**src/rtl/serial_sub.sv**
```systemverilog
// Bit-serial subtractor: {o_c, o_s} = i_a - i_b - i_c, one bit per clock, LSB first.
// Operands captured on an upstream handshake; result held until downstream accepts.
module serial_sub #(
   parameter int BW_DATA = 4
) (
   input  logic               i_clk,
   input  logic               i_rstn,
   input  logic               i_valid,
   output logic               o_ready,
   input  logic [BW_DATA-1:0] i_a,
   input  logic [BW_DATA-1:0] i_b,
   input  logic               i_c,
   output logic               o_valid,
   input  logic               i_ready,
   output logic [BW_DATA-1:0] o_s,
   output logic               o_c
);

   localparam int CW = $clog2(BW_DATA + 1);
   localparam logic [CW-1:0] LAST = CW'(BW_DATA - 1);

   typedef enum logic [1:0] {
      IDLE = 2'd0,
      CALC = 2'd1,
      DONE = 2'd2
   } state_t;

   state_t state, state_nxt;

   logic [BW_DATA-1:0] a_sh, b_sh, res, res_nxt;
   logic [CW-1:0]      cnt;
   logic               borrow, borrow_nxt, d, last;

   assign o_ready = (state == IDLE);
   assign last    = (cnt == LAST);

   // full-subtractor bit slice on the current LSBs
   assign d          = a_sh[0] ^ b_sh[0] ^ borrow;
   assign borrow_nxt = (~a_sh[0] & b_sh[0]) | (~(a_sh[0] ^ b_sh[0]) & borrow);
   assign res_nxt    = (res >> 1) | (BW_DATA'(d) << (BW_DATA - 1));

   always_ff @(posedge i_clk) begin
      if (!i_rstn) state <= IDLE;
      else         state <= state_nxt;
   end

   always_comb begin
      state_nxt = state;
      unique case (state)
         IDLE: if (i_valid) state_nxt = CALC;
         CALC: if (last) state_nxt = DONE;
         DONE: if (i_ready) state_nxt = IDLE;
         default: state_nxt = IDLE;
      endcase
   end

   always_ff @(posedge i_clk) begin
      if (!i_rstn) begin
         a_sh    <= '0;
         b_sh    <= '0;
         res     <= '0;
         borrow  <= 1'b0;
         cnt     <= '0;
         o_s     <= '0;
         o_c     <= 1'b0;
         o_valid <= 1'b0;
      end else begin
         unique case (state)
            IDLE: begin
               if (i_valid) begin
                  a_sh   <= i_a;
                  b_sh   <= i_b;
                  borrow <= i_c;
                  res    <= '0;
                  cnt    <= '0;
               end
            end
            CALC: begin
               a_sh   <= a_sh >> 1;
               b_sh   <= b_sh >> 1;
               res    <= res_nxt;
               borrow <= borrow_nxt;
               cnt    <= cnt + 1'b1;
               if (last) begin
                  o_s     <= res_nxt;
                  o_c     <= borrow_nxt;
                  o_valid <= 1'b1;
               end
            end
            DONE: begin
               if (i_ready) o_valid <= 1'b0;
            end
            default: o_valid <= 1'b0;
         endcase
      end
   end

endmodule

```
**config.mk**
```make
export PLATFORM = sky130hd
export DESIGN_NAME = serial_sub
export DESIGN_NICKNAME = d
export VERILOG_FILES = /design/src/rtl/serial_sub.sv
export SDC_FILE = /design/constraint.sdc
export NUM_CORES = 1
export LEC_CHECK = 0
export ABC_AREA = 1
export ABC_CLOCK_PERIOD_IN_PS = 3490
export CORE_MARGIN = 8
export CORE_UTILIZATION = 45
export DETAILED_ROUTE_END_ITERATION = 12
export GPL_ROUTABILITY_DRIVEN = 0
export PLACE_DENSITY_LB_ADDON = 0.08
export SETUP_SLACK_MARGIN = 0.5
export SYNTH_ARGS = -nofsm -noshare
export SYNTH_HDL_FRONTEND = slang
export SYNTH_SLANG_ARGS = --single-unit
```
**constraint.sdc**
```tcl
create_clock -name i_clk -period 3.49 [get_ports i_clk]
set_clock_uncertainty 0.05 [all_clocks]
set_input_delay 0.5235 -clock i_clk [delete_from_list [all_inputs] [get_ports i_clk]]
set_output_delay 0.5235 -clock i_clk [all_outputs]
set_load 0.01 [all_outputs]
```
# Yosys cells after proc, flatten, opt, wreduce, memory -nomap -nowiden
# Index checks and enable logic that the tools add are counted.
# Widths: inputs -> output; s select.
# word_totals
register_bits	24
inputBits	13
output_inout_bits	7
word_cells	48
# classes
add_sub_neg	1
eq_ne	6
muxes	17
bitwise	9
reduce_logical	6
# op_table
cell	count
$pmux 4 s2	3
$mux 4	3
$mux 2	3
$ne 2x2->1 const B	3
$pmux 2 s3	1
$pmux 3 s2	1
$reduce_and 3->1	2
$or 3x4->4	1
$reduce_and 2->1	2
$add 3x1->3 const B	1
$eq 3x2->1 const B	1
$mux 1	3
$mux 3	1
$not 1->1	3
$pmux 1 s3	1
$and 1x1->1	2
$eq 2x1->1 const B	1
$eq 2x2->1 const B	1
$logic_not 2->1	1
$pmux 1 s2	1
$reduce_bool 2->1	1
$xor 1x1->1	2
$or 1x1->1	1

# Depth between registers and ports, before layout
# logic_depth
ltp_word	5
ltp_mapped	7

# Least setup slack after synthesis
# Ideal clock, no wire load.
# synth_timing
path_type	register to output
startpoint	register state[0]
endpoint	output port o_ready
arrival_ns	0.708
path_slack_ns	2.208
path_stages_with_launch	3
cell_sequence	dfxtp_1 -> buf_6 -> nor2_1
# synth_via
elab_chain_cells	1
# synth_rtl
element	line_no	rtl
from (decl)	28	state_t state, state_nxt;
from (signal assigned)	44	else state <= state_nxt;
$logic_not 2->1	34	assign o_ready = (state == IDLE);
to (decl)	9	output logic o_ready,
# Every way passes these cells.

# Final worst setup path
# Ends and elaborated chain as after synthesis.

==> flow_metrics.tcl <==
set metrics [dict create \
    crit_type "register to primary output" \
    total_power_w 0.000485 \
    dieArea_mm2 0.00433 \
    yosys-top-cells-count "nand2_1, inv_1, dfxtp_1" \
    detail_route.first_pass.iterations 4 \
    ys_async_sr_fraction_pct 0 \
    root_buffer "clkbuf_4" \
    grt.overflow.total 0 \
    pin_count 20 \
    rsz0062_at_grt "no" \
    multi_input_area_um2 483 \
    routedWlPerCell_um 9.64 \
    routed_wl_um 2040 \
    finalSetupViolCount 0 \
    post-dp-hpwl_um 1480 \
    powerDensity_mw_per_mm2 368 \
    diodes 0 \
    avgViaCountPerCell 4.49 \
    regArea_um2 460 \
    r2r_slack_ns 1.89 \
    worst_pin_slew_ns 0.842 \
    drcViolationCount 0 \
    start_util_pct 46.3 \
    vdd_drop_max_v 0.000214 \
    cts.sink_count 23 \
    timing.slew.headroom_pct 43.8 \
    fill_cells 237 \
    tns_ns 0 \
    finalCriticalPeriod_ns 2.22 \
    start_kind "register" \
    syn_area_mm2 0.00111 \
    cp.depth 2 \
    hold_depth 2 \
    fin_crit_sh_pct 63.7 \
    synth_edf_count 0 \
    cts_hold_buf 0 \
    fmaxAchievable_ghz 0.450 \
    seq_area_frac_synth_pct 41.3 \
    clk_latency_ns 0.30 \
    synth_seq_cells 23 \
    post_cts.repair.setup_buffers 0 \
    synth_top_area_share_pct 41.3 \
    min_from "o_valid" \
    grt_pass1_vias 826 \
    die_w_um 65.8 \
    placementRows 18 \
    arrival_ns 1.65 \
    io_buffer_count 19 \
    critPathSlowestCell "clkdlybuf4s50_1" \
    h-tree-depth 1 \
    p_leak_nw 0.609 \
    grt_max_degree 23 \
    cts_buffers 3 \
    r2r.worst_path.cells 3 \
    fin_nets 199 \
    ys_types 20 \
    r2r_start "state[0]" \
    hp-class "register to register" \
    cts_resized 0 \
    core-area_mm2 0.00241 \
    critPathRequiredTime_ns 2.92 \
    drt.antenna.violating_nets 0 \
    via_count 951 \
    antenna_found_initial 0 \
    die_h_um 65.8 \
    end_kind "primary output" \
    holdPathEnd "o_valid" \
    cp_cell_sequence "nor2_1, clkdlybuf4s50_1" \
    timing.final.max_slew_violations 0 \
    timing.rr.end "res[2]" \
    dr.first_iter.drc_count 37 \
    clkTransAtPathRegs_ns 0.12 \
    tritoncts "built" \
    path_max_fanout 13 \
    syn_nets 180 \
    path_delay_family "buffers and inverters" \
    syn_inst 164 \
    final_hold_viol_count 0 \
    drive_gt1_share_pct 5.49 \
    grt_usage_pct 10.1 \
    critPathBufInv 1 \
    synth_flop_cell "dfxtp_1" \
    status "finished clean" \
    yosysTopAreaCell "dfxtp_1" \
    grt_pass1_wl_um 3550 \
    yosysMostFrequentCell "nand2_1" \
    syn2layout_area_growth_pct 18.2 \
    slowest_delay_ns 0.60 \
    synth.area.top_cells "dfxtp_1, nand2_1, inv_1" \
    yosys_warnings 0 \
    syn_area_per_cell_um2 6.80 \
    clk_path_buf_depth 2 \
    max_cap_violations 0 \
]
-- registers in the layout (all words and copies together), names as in the netlist --
| name | cells |
|---|---|
| a_sh | 4 |
| b_sh | 4 |
| o_s | 4 |
| cnt | 3 |
| res | 3 |
| state | 2 |
| borrow | 1 |
| o_c | 1 |
| o_valid | 1 |
-- cell type report --
type	instances	area share, %
Inverter	32	9.12
Clock buffer	4	1.99
Tap cell	30	2.85
Multi-Input combinational cell	104	36.7
Sequential cell	23	34.9
Timing Repair Buffer	19	14.4
-- power by group --
| part | switching (W) | internal [W] |
|---|---|---|
| registers | 0.00000859 | 0.000276 |
| logic | 0.0000447 | 0.0000362 |
| clock network | 0.0000751 | 0.0000445 |
| total | 0.000128 | 0.000357 |
-- worst reg2reg max path, delay by kind of cell, from the launching register on --
kind,cells,cell delay (ns)
flip-flops,1,0.47
AO/OA/AOI/OAI,2,0.89
AND/OR/NAND/NOR,1,0.15
-- logic make-up (layout without fill, tap and decap cells) --
kind of cell / Yosys count / after routing / synth area share [%]
compound gates: 19 / 19 / 9.20
buf+inv: 37 / 55 / 15.4
fa+ha+maj: 3 / 3 / 4.04
flops: 23 / 23 / 41.3
simple gates: 82 / 82 / 30.1
-- routing by layer --
| layer | part of all wire [%] | GRT usage, % | vias up |
|---|---|---|---|
| li1 | - | - | 522 |
| met1 | 49 | 12.4 | 407 |
| met2 | 44 | 15.7 | 20 |
| met3 | 6.1 | 3.05 | 2 |
| met4 | 0.64 | 4.90 | 0 |
| met5 | 0 | 0 | - |
-- through the flow --
step / setup slack, ns / instance area (um2) / utilization [%] / instances / hold WS (ns)
floorplan: 2.21 / 1110 / - / 164 / 0.389
global placement: 1.44 / 1290 / 53.6 / 208 / 0.381
detailed placement: 1.39 / 1290 / 53.6 / 208 / 0.388
CTS: 1.26 / 1320 / 54.7 / 212 / 0.407
global route: 1.17 / 1320 / 54.7 / 212 / 0.427
finish: 1.27 / 1320 / 54.7 / 212 / 0.404
-- layout by cell type, fill, tap and decap left out, drive strengths merged --
master / netlist / layout
a21oi: 16 / 16
clkbuf: 2 / 4
clkdlybuf4s50: 0 / 19
dfxtp: 23 / 23
fa: 1 / 1
ha: 2 / 2
inv: 32 / 32
nand2: 58 / 58
nand3: 3 / 3
nand3b: 1 / 1
nor2: 19 / 19
o21ai: 3 / 3
or2: 1 / 1
-- how the worst max path moves through the flow --
stage	slack [ns]	to	startpoint
2_1_floorplan	2.21	o_ready	state[0]
3_3_place_gp	1.44	borrow	i_valid
3_5_place_dp	1.39	res[2]	i_valid
4_1_cts	1.26	o_ready	state[0]
5_1_grt	1.17	o_ready	state[0]
6_report	1.27	o_ready	state[0]
Power figures use the tool's default switching activity.
